[src/rtl/fp_addsub_arbiter.sv]
`default_nettype none
// ============================================================================
// Module   : fp_addsub_arbiter
// Brief    : Round-robin arbiter that shares one floating-point add/sub unit
//            (addsub) between NREQ requesters. The winner's operands are
//            latched, add_start is pulsed, the operands are held until
//            add_done, and the result and overflow flag go back to the winner.
// Revision : 1.0 - initial release
// ----------------------------------------------------------------------------
// Parameters
//   NREQ    - number of requesters (2..8)
//   IDW     - grant index width, 2**IDW >= NREQ
//   TIMEOUT - WAIT watchdog limit in cycles (timeout build only, 1..255)
// Ports
//   clk, n_rst                     - clock, synchronous active-low reset
//   req_valid/req_mode [NREQ]      - per-requester request and mode (1 = sub)
//   req_op1/req_op2 [32*NREQ]      - packed operands, requester i at [32i+:32]
//   req_ready [NREQ]               - one-hot accept pulse
//   rsp_valid [NREQ]               - one-hot response pulse
//   rsp_result/overflow/error      - response payload, valid with rsp_valid
//   busy                           - arbiter is not idle
//   add_start/mode/op1/op2         - command to addsub
//   add_result/add_done/overflow   - completion from addsub
// Build option
//   FP_ADDSUB_ARB_TIMEOUT_EN - adds an 8-bit WAIT watchdog; on expiry the
//   requester receives rsp_error = 1 with a quiet-NaN result. Without it
//   WAIT waits indefinitely and rsp_error is tied low.
// ============================================================================
module fp_addsub_arbiter #(
   parameter int NREQ    = 4,
   parameter int IDW     = 3,
   parameter int TIMEOUT = 64
) (
   input  logic                 clk,
   input  logic                 n_rst,
   input  logic [NREQ-1:0]      req_valid,
   output logic [NREQ-1:0]      req_ready,
   input  logic [32*NREQ-1:0]   req_op1,
   input  logic [32*NREQ-1:0]   req_op2,
   input  logic [NREQ-1:0]      req_mode,
   output logic [NREQ-1:0]      rsp_valid,
   output logic [31:0]          rsp_result,
   output logic                 rsp_overflow,
   output logic                 rsp_error,
   output logic                 busy,
   output logic                 add_start,
   output logic                 mode,
   output logic [31:0]          op1,
   output logic [31:0]          op2,
   input  logic [31:0]          add_result,
   input  logic                 add_done,
   input  logic                 add_overflow
);

   localparam logic [1:0]  c_st_idle  = 2'd0;
   localparam logic [1:0]  c_st_issue = 2'd1;
   localparam logic [1:0]  c_st_wait  = 2'd2;
   localparam logic [1:0]  c_st_resp  = 2'd3;
   localparam logic [31:0] c_qnan     = 32'h7FC0_0000;
   localparam int          c_vw       = 2**IDW;

   if ((NREQ < 2) || (NREQ > 8) || ((2**IDW) < NREQ) || (TIMEOUT < 1) || (TIMEOUT > 255)) begin : g_param_check
      $error("fp_addsub_arbiter: illegal NREQ/IDW/TIMEOUT combination");
   end

   logic [1:0]      r_state;
   logic [1:0]      w_state_nxt;
   logic [IDW-1:0]  r_rr_ptr;
   logic [IDW-1:0]  r_grant;
   logic [IDW-1:0]  w_winner;
   logic [IDW:0]    w_scan;
   logic [c_vw-1:0] w_valid_ext;
   logic            w_found;
   logic            w_accept;
   logic            w_timeout;
   logic [31:0]     w_sel_op1;
   logic [31:0]     w_sel_op2;
   logic            w_sel_mode;
   logic [31:0]     r_op1;
   logic [31:0]     r_op2;
   logic            r_mode;
   logic [31:0]     r_result;
   logic            r_overflow;

   // Round-robin scan: first set request starting just above the last
   // winner. The valid vector is padded to 2**IDW so the IDW-bit scan
   // index can address it directly.
   always_comb begin
      w_valid_ext            = '0;
      w_valid_ext[NREQ-1:0]  = req_valid;
      w_found                = 1'b0;
      w_winner               = '0;
      w_scan                 = '0;
      for (int k = 1; k <= NREQ; k++) begin
         w_scan = {1'b0, r_rr_ptr} + (IDW+1)'(k);
         if (w_scan >= (IDW+1)'(NREQ)) begin
            w_scan = w_scan - (IDW+1)'(NREQ);
         end
         if (!w_found && w_valid_ext[w_scan[IDW-1:0]]) begin
            w_found  = 1'b1;
            w_winner = w_scan[IDW-1:0];
         end
      end
   end

   // No acceptance while reset is asserted: the latches are being cleared,
   // so an accept pulse would hand the requester a transaction that is lost.
   assign w_accept = (r_state == c_st_idle) && n_rst && w_found;

   always_comb begin
      w_sel_op1  = '0;
      w_sel_op2  = '0;
      w_sel_mode = 1'b0;
      for (int k = 0; k < NREQ; k++) begin
         if (w_winner == IDW'(k)) begin
            w_sel_op1  = req_op1[32*k +: 32];
            w_sel_op2  = req_op2[32*k +: 32];
            w_sel_mode = req_mode[k];
         end
      end
   end

   // State register
   always_ff @(posedge clk) begin
      if (!n_rst) begin
         r_state <= c_st_idle;
      end else begin
         r_state <= w_state_nxt;
      end
   end

   // Next-state logic
   always_comb begin
      w_state_nxt = r_state;
      case (r_state)
         c_st_idle:  if (w_accept) w_state_nxt = c_st_issue;
         c_st_issue: w_state_nxt = c_st_wait;
         c_st_wait:  if (add_done || w_timeout) w_state_nxt = c_st_resp;
         c_st_resp:  w_state_nxt = c_st_idle;
         default:    w_state_nxt = c_st_idle;
      endcase
   end

   // Output logic. rsp_valid is suppressed during reset so an aborted
   // transaction never produces a response.
   always_comb begin
      req_ready = '0;
      rsp_valid = '0;
      for (int k = 0; k < NREQ; k++) begin
         req_ready[k] = w_accept && (w_winner == IDW'(k));
         rsp_valid[k] = n_rst && (r_state == c_st_resp) && (r_grant == IDW'(k));
      end
      add_start = (r_state == c_st_issue);
      busy      = (r_state != c_st_idle);
   end

   // Operand, grant and response registers
   always_ff @(posedge clk) begin
      if (!n_rst) begin
         r_rr_ptr   <= IDW'(NREQ-1);
         r_grant    <= '0;
         r_op1      <= '0;
         r_op2      <= '0;
         r_mode     <= 1'b0;
         r_result   <= '0;
         r_overflow <= 1'b0;
      end else begin
         if (w_accept) begin
            r_grant <= w_winner;
            r_op1   <= w_sel_op1;
            r_op2   <= w_sel_op2;
            r_mode  <= w_sel_mode;
         end
         if (r_state == c_st_wait) begin
            // A completion in the expiry cycle still wins over the timeout.
            if (add_done) begin
               r_result   <= add_result;
               r_overflow <= add_overflow;
            end else if (w_timeout) begin
               r_result   <= c_qnan;
               r_overflow <= 1'b0;
            end
         end
         if (r_state == c_st_resp) begin
            r_rr_ptr <= r_grant;
         end
      end
   end

`ifdef FP_ADDSUB_ARB_TIMEOUT_EN
   logic [7:0] r_wdog;
   logic       r_rsp_error;

   // Cleared in ISSUE so it reads 0 in the first WAIT cycle; expiry is the
   // cycle it shows TIMEOUT-1, putting RESP exactly TIMEOUT cycles after
   // WAIT was entered.
   always_ff @(posedge clk) begin
      if (!n_rst) begin
         r_wdog      <= '0;
         r_rsp_error <= 1'b0;
      end else begin
         if (r_state == c_st_issue) begin
            r_wdog <= '0;
         end else if (r_state == c_st_wait) begin
            r_wdog <= r_wdog + 8'd1;
         end
         if (r_state == c_st_wait) begin
            if (add_done) begin
               r_rsp_error <= 1'b0;
            end else if (w_timeout) begin
               r_rsp_error <= 1'b1;
            end
         end
      end
   end

   assign w_timeout = (r_state == c_st_wait) && (r_wdog == 8'(TIMEOUT-1));
   assign rsp_error = r_rsp_error;
`else
   assign w_timeout = 1'b0;
   assign rsp_error = 1'b0;
`endif

   assign op1          = r_op1;
   assign op2          = r_op2;
   assign mode         = r_mode;
   assign rsp_result   = r_result;
   assign rsp_overflow = r_overflow;

endmodule
`default_nettype wire

[config.mk]
export PLATFORM = sky130hd
export DESIGN_NAME = fp_addsub_arbiter
export DESIGN_NICKNAME = d
export VERILOG_FILES = /design/src/rtl/fp_addsub_arbiter.sv
export SDC_FILE = /design/constraint.sdc
export NUM_CORES = 1
export LEC_CHECK = 0
export ABC_AREA = 1
export BUFFER_PORTS_ARGS = -buffer_cell sky130_fd_sc_hd__buf_2
export CORE_AREA = 2 2 159 161
export DETAILED_ROUTE_END_ITERATION = 10
export DIE_AREA = 0 0 161 163
export GPL_ROUTABILITY_DRIVEN = 1
export GPL_TIMING_DRIVEN = 0
export PLACE_DENSITY = 0.51
export RECOVER_POWER = 50
export SLEW_MARGIN = 10
export SYNTH_ARGS = -nofsm -noshare
export SYNTH_HDL_FRONTEND = slang
export SYNTH_SLANG_ARGS = --single-unit
[constraint.sdc]
create_clock -name clk -period 3.34 [get_ports clk]
set_input_delay 0.167 -clock clk [delete_from_list [all_inputs] [get_ports clk]]
set_output_delay 0.167 -clock clk [all_outputs]
set_load 0.01 [all_outputs]
==> results of run 1 <==
[cells by family (layout without fill, tap and decap cells)]
family	Yosys count	after routing
DFF	106	106
and+or+nand+nor	649	649
AOI/OAI and AO/OA	91	91
adders and majority gates	7	7
buffers and inverters	108	533
other	1	1
[what timing repair did]
action,4_1_cts,5_1_grt
cloned,0,0
pin swaps,0,1
buffers inserted,0,4
endpoints found under the setup margin,4,20
resized for setup,1,2
[through the flow]
step                      total power, mW  worst slack (ns)  hold slack, ns  cell area, um2
after floorplan                      5.49              1.01           0.333            6050
after global placement               7.69            0.0704           0.417            8500
after detailed placement             7.72            0.0672           0.427            8500
after CTS                            8.82            0.0930          0.0535            8790
after global routing                 9.47            0.0198          0.0655            8720
final                                8.73             0.245          0.0651            8720
[flip-flops by register name, indices dropped and copies added (netlist names)]
signal and flops:
op1 32, op2 32, rsp_result 32, r_grant 3
r_rr_ptr 3, r_state 2, mode 1, rsp_overflow 1
[report_power, final]
group | internal (mW) | leakage (nW) | switching, mW | total, mW
Combinational | 1.80 | 3.20 | 3.93 | 5.73
Sequential | 1.67 | 0.871 | 0.221 | 1.89
Clock | 0.588 | 0.141 | 0.520 | 1.11
[worst max-delay path: stages, from the launching register on]
cell and delay, ns:
dfxtp_1 0.42, inv_2 0.10, ha_1 0.37, inv_1 0.10, nand3_1 0.12, inv_2 0.03, nor2_1 0.18, nand3_1 0.12
nand3_1 0.13, nand2_4 0.16, buf_4 0.23, clkbuf_4 0.24, nor3_1 0.20, buf_2 0.16
[final timing paths]
check / start / end / slack [ns] / cells after the start
worst max-delay path: r_rr_ptr[1] / req_ready[1] / 0.24 / 13
worst min-delay path: add_result[19] / rsp_result[19] / 0.07 / 3
worst max register to register: r_rr_ptr[1] / op1[26] / 0.45 / 15
worst min register to register: op2[21] / op2[21] / 0.45 / 2
[cells in the mapped netlist]
cell and n:
clkbuf_1 21, nand2_1 231, ha_1 7, inv_1 30
nor2_2 4, buf_4 5, inv_4 1, nand2_4 2
or2_1 2, nor3_1 5, dfxtp_1 106, o21ai_1 6
nand3_1 214, nor2_4 1, buf_2 41, conb_1 1
nand3_2 1, nand4_1 29, inv_2 4, nor4_1 2
buf_6 3, nand3b_1 11, nor2_1 143, o21ai_0 70
o22ai_1 1, a21oi_1 14, buf_1 3, or2_0 4
[final cells by class]
type	count	area (um2)	share of cell area
clock inverter	5	60.1	0.00688
tap	330	413	0.0473
timing repair buffer	411	1970	0.225
buffer	71	360	0.0413
clock buffer	11	233	0.0267
sequential	106	2120	0.243
inverter	35	134	0.0153
multi-input combinational	748	3440	0.394
[routing by layer]
metal,GRT usage,up-vias,share of wire
met2,0.378,396,0.47
met5,0,-,0.00036
met1,0.277,3725,0.42
li1,-,4030,-
met4,0.0722,2,0.025
met3,0.0530,55,0.083
==> metrics.sh, run 1 <==
POSTSYNTHAREAPERCELL_UM2=6.29
TIMING_WORST_SETUP_PATH_TYPE='reg -> out'
PLACE_CONGESTION=0.912
YOSYS.AREA.TOP_TYPE_SHARE=0.351
CTS-HOLD-FIX-BUFFERS=0
FIRSTDRTPASSITERS=7
MAPPED_AREA_MM2=0.00605
ENDPOINT_KIND='primary output'
INITIAL_CELL_DENSITY_OF_THE_CORE=0.245
PEAKVDDDROP_V=0.000351
FLOORPLAN.IO_PINS=409
PORT-BUFFER-COUNT=407
DETAILROUTE.VIA_COUNT=8208
CELL_VARIETY_AFTER_SYNTH=28
RSZ0062_AT_GRT='false'
MAXSLEWVIOLCOUNT=0
TIMING.SETUP.TNS_NS=0
VIA_PER_INST=4.78
FINAL_CELLS=1717
MAX_CAP_VIOL_COUNT=0
DP.FINAL_HPWL_MM=24.5
SYNTH.TOP_CELLS.BY_AREA='dfxtp_1 (35%), nand3_1 (18%), nand2_1 (14%), nor2_1 (8.9%), o21ai_0 (5.8%)'
YS_SEQ_AREA_FRAC=0.351
SETUP_VIOLATIONS=0
POST_SYNTHESIS_COMPOUND_GATE_AREA_FRACTION=0.0754
CORE_UTILIZATION_OF_THE_FINISHED_LAYOUT=0.354
TIMING.HOLD.WORST.CLASS='in -> reg'
POWER_PER_CELL_AREA_mW_PER_MM2=1000
GLOBAL_ROUTE.USAGE.TOTAL=0.222
FINALNETCOUNT=1689
VIA_COUNT_OF_THE_FIRST_GLOBAL_ROUTING_PASS=7771
FINAL_ANTENNA_NET_COUNT=0
GRT_FIRST_PASS_WIRELENGTH_MM=44.7
FINAL_LAYOUT_SIZE_SUFFIX_GT1_FRAC=0.278
CLOCK_SKEW_NS=0.00655
CRIT_SHARE_POST_ROUTE=0.927
PLACE.DETAILED.INSTANCES=1699
ANTENNA_VIOLATIONS_BEFORE_REPAIR=1
CRIT_REQUIRED_NS=3.17
TIMING.CRITICAL_PATH.FROM_TYPE='flop'
CTS_TREE='built'
CORE_BOX_AREA_MM2=0.0247
LARGEST_NET_DEGREE_AT_THE_START_OF_GLOBAL_ROUTING=20
CTSROOTBUFFERMASTER='clkbuf_16'
CLKLATENCYLATEPIN_NS=0.35
ROW_COUNT=58
SLEW_HEADROOM=0.544
CTS-ROOT-TO-SINK-BUFFERS=2
DESIGN.DIE.AREA_MM2=0.0262
DRT_ITER0_MARKERS=582
WL_PER_CELL_UM=17.9
YOSYSWARNINGS=0
PATH_MAX_FANOUT=10
SYN_INST=962
FINAL_HOLD_VIOL_COUNT=0
WORST_PIN_SLEW_NS=0.684
SYNTH_AREA_LEADER_CELL='dfxtp_1'
LAYOUT.CELLS.MOST_COMMON_LIST='buf_2 (345), nand2_1 (231), nand3_1 (214), nor2_1 (143), clkbuf_1 (123)'
YOSYS_REGISTER_BITS=106
DRT_WL_TOTAL_MM=30.7
WORST-ENDPOINT-ARRIVAL_NS=2.93
CTS.CLK_SLEW.WORST_PATHS_NS=0.08
SYNTH_ADDER_AREA_SHARE=0.0145
GRT_OVERFLOW=0
FILLERS=2881
SYNTHTOLAYOUTAREAGROWTH_PCT=44.1
LARGEST_FAMILY_OF_LOGIC_CELLS_BY_SYNTHESIZED_AREA='simple AND/OR/NAND/NOR gates'
POWER.STATIC_LEAKAGE_nW=4.22
FINAL_PERIOD_MINUS_WORST_SETUP_SLACK_NS=3.10
POSTSYNTHNETCOUNT=1269
STATUS='finished, final reports clean'
CTS_INSERTED_BUFFERS=9
DIE_HEIGHT_UM=163
CTS_HTREE_LEVELS=3
LAYOUT_COMMONEST_CELL='buf_2'
SYNTH-SIMPLE-AREA-SHARE=0.476
DRC=0
SYNTH.AREA.MUX_SHARE=0
SYNTH-XOR-AREA-SHARE=0
CLOCK_SINK_COUNT=106
DIE_W_UM=161
MAX_CLOCK_FREQ_GHz=0.323
DIODES=0
(Power assumes the default switching activity.)
==> run 2: changes to the inputs <==
- clock period: 3.34 -> 3 ns (I/O delays scaled with it)
==> run 2 against run 1 <==
  * Critical path depth grew 1
  * Die area is the same
  * Non-clock buffer count is the same
  * Register-to-register slack lost 0.18 ns
  * Critical endpoint is now op1[26]
==> metrics.sh, run 2 (synthesis results as in run 1) <==
STATUS='finished, final reports clean'  # unchanged
SYNTHTOLAYOUTAREAGROWTH_PCT=44.1  # about the same
MAXSLEWVIOLCOUNT=0  # unchanged
WORST-R2R-SETUP-SLACK_NS=0.27  # was 0.45 ns
POWER.STATIC_LEAKAGE_nW=4.21  # was 4.22 nW
FINALNETCOUNT=1689  # unchanged
RSZ0062_AT_GRT='false'  # unchanged
CTS-ROOT-TO-SINK-BUFFERS=2  # unchanged
DIE_HEIGHT_UM=163  # unchanged
MAX_CAP_VIOL_COUNT=0  # unchanged
CRITICAL_PATH.STARTPOINT='r_rr_ptr[0]'  # was r_rr_ptr[1]
ANTENNA_VIOLATIONS_BEFORE_REPAIR=1  # unchanged
INITIAL_CELL_DENSITY_OF_THE_CORE=0.245  # unchanged
FIN_AREA_MM2=0.00872  # about the same
FINAL_ANTENNA_NET_COUNT=0  # unchanged
WORST_PIN_SLEW_NS=0.723  # was 0.684 ns
CLKLATENCYLATEPIN_NS=0.35  # about the same
CORE_UTILIZATION_OF_THE_FINISHED_LAYOUT=0.354  # about the same
GRT_OVERFLOW=0  # unchanged
FINAL.HOLD.WORST_SLACK_NS=0.0486  # was 0.0651 ns
SLEW_HEADROOM=0.518  # was 0.544
PLACE_CONGESTION=0.912  # unchanged
FINAL_LAYOUT_SIZE_SUFFIX_GT1_FRAC=0.280  # was 0.278
CTS-HOLD-FIX-BUFFERS=0  # unchanged
CRIT_SHARE_POST_ROUTE=0.909
FLOORPLAN.IO_PINS=409  # unchanged
LARGEST_NET_DEGREE_AT_THE_START_OF_GLOBAL_ROUTING=20  # unchanged
TIMING.HOLD.WORST.CLASS='in -> reg'  # unchanged
FILLERS=2880  # was 2881
SETUP_VIOLATIONS=0  # unchanged
GRT_FIRST_PASS_WIRELENGTH_MM=44.8  # was 44.7 mm
PLACEMENT_STAGE_WORST_SETUP_SLACK_NS=-0.265  # was 0.0672 ns
DIODES=0  # unchanged
DRT_ITER0_MARKERS=538  # was 582
WORST-ENDPOINT-ARRIVAL_NS=2.96  # was 2.93 ns
FINAL_PERIOD_MINUS_WORST_SETUP_SLACK_NS=2.73
DIE_W_UM=161  # unchanged
PLACEMENT.CELL_AREA_MM2=0.00850  # unchanged
CORE_BOX_AREA_MM2=0.0247  # unchanged
FF2FF_PATH_DEPTH=14  # was 15
LAYOUT.CELLS.MOST_COMMON_LIST='buf_2 (345), nand2_1 (231), nand3_1 (214), nor2_1 (143), clkbuf_1 (122)'  # was buf_2 (345), nand2_1 (231), nand3_1 (214), nor2_1 (143), clkbuf_1 (123)
VIA_COUNT_OF_THE_FIRST_GLOBAL_ROUTING_PASS=7797  # was 7771
CLOCK_SINK_COUNT=106  # unchanged
POWER_PER_CELL_AREA_mW_PER_MM2=1110  # was 1000 mW/mm2
GLOBAL_ROUTE.USAGE.TOTAL=0.223  # was 0.222
DRC=0  # unchanged
PATH_MAX_FANOUT=19  # was 10
DRT_WL_TOTAL_MM=30.6  # was 30.7 mm
LAYOUT_COMMONEST_CELL='buf_2'  # unchanged
DETAILROUTE.VIA_COUNT=8199  # was 8208
WORST_SETUP_PATH_ENDPOINT='op1[26]'  # was req_ready[1]
TIMING.CRITICAL_PATH.FROM_TYPE='flop'  # unchanged
TIMING_WORST_SETUP_PATH_TYPE='reg -> reg'  # was reg -> out
PEAKVDDDROP_V=0.000385  # was 0.000351 V
CTS.CLK_SLEW.WORST_PATHS_NS=0.08  # about the same
CTS_TREE='built'  # unchanged
CLOCK_SKEW_NS=0.00633  # was 0.00655 ns
POST-ROUTE-WORST-SETUP-SLACK_NS=0.272  # was 0.245 ns
CTS_HTREE_LEVELS=3  # unchanged
PORT-BUFFER-COUNT=407  # unchanged
VIA_PER_INST=4.78  # about the same
CRIT-REG2REG-LAUNCH='r_rr_ptr[0]'  # was r_rr_ptr[1]
MAX_CLOCK_FREQ_GHz=0.367
HOLD_START='add_result[19]'  # unchanged
WL_PER_CELL_UM=17.8  # was 17.9 um
DESIGN.DIE.AREA_MM2=0.0262  # unchanged
ENDPOINT_KIND='flop'  # was primary output
FINAL_HOLD_VIOL_COUNT=0  # unchanged
CTS_INSERTED_BUFFERS=9  # unchanged
ROW_COUNT=58  # unchanged
CTSROOTBUFFERMASTER='clkbuf_16'  # unchanged
TIMING.RR.END='op1[26]'  # unchanged
FIRSTDRTPASSITERS=5  # was 7
DP.FINAL_HPWL_MM=24.5  # unchanged
CRIT_REQUIRED_NS=3.23  # was 3.17 ns
run 2: cell type report:
type / instances / area, um2 / share of cell area
clock inverter: 5 / 60.1 / 0.00688
inverter: 35 / 134 / 0.0153
buffer: 71 / 368 / 0.0422
tap: 330 / 413 / 0.0473
multi-input combinational: 748 / 3450 / 0.395
timing repair buffer: 411 / 1940 / 0.222
sequential: 106 / 2130 / 0.244
clock buffer: 11 / 233 / 0.0267
run 2: repair_timing:
action / 4_1_cts / 5_1_grt
endpoints found under the setup margin: 57 / 16
resized for setup: 6 / 6
pin swaps: 1 / 1
setup buffers: 2 / 2
gates cloned: 0 / 0
run 2: per-layer routing:
layer	vias to the layer above	track usage	wire, um
met3	53	0.0532	2650
met4	2	0.0722	777
met1	3714	0.275	12500
met5	-	0	11
met2	400	0.383	14600
li1	4030	-	-
run 2: how the worst min path moves through the flow:
stage	to	depth (start not counted)	slack (ns)
2_1_floorplan	rsp_result[15]	2	0.32
3_3_place_gp	rsp_result[3]	3	0.40
3_5_place_dp	rsp_result[19]	3	0.41
4_1_cts	rsp_result[19]	3	0.04
5_1_grt	rsp_result[3]	3	0.05
6_report	rsp_result[19]	3	0.05
run 2: report_power, final:
part | internal [mW] | total [mW] | switching [mW]
registers | 1.86 | 2.11 | 0.247
logic | 2.02 | 6.38 | 4.36
clock network | 0.655 | 1.23 | 0.573
total | 4.53 | 9.72 | 5.18
run 2: metrics by stage:
| stage | total power [mW] | setup TNS, ns | std cells |
|---|---|---|---|
| final | 9.72 | 0 | 1717 |
| after global routing | 10.5 | 0 | 1717 |
| after CTS | 9.87 | 0 | 1716 |
| after detailed placement | 8.59 | -4.31 | 1699 |
| after global placement | 8.57 | -4.40 | 1699 |
| after floorplan | 6.11 | 0 | 962 |
run 2: critical path: stages, from the launching register on:
cell,delay (ns)
dfxtp_4,0.39
inv_2,0.11
ha_4,0.31
inv_1,0.07
nand3_1,0.10
nand3_2,0.15
nand3_1,0.12
nand2_1,0.09
nor2_2,0.15
nand2_4,0.13
buf_12,0.19
nor2_2,0.25
nand2_1,0.08
a21oi_1,0.39
nor2_1,0.06
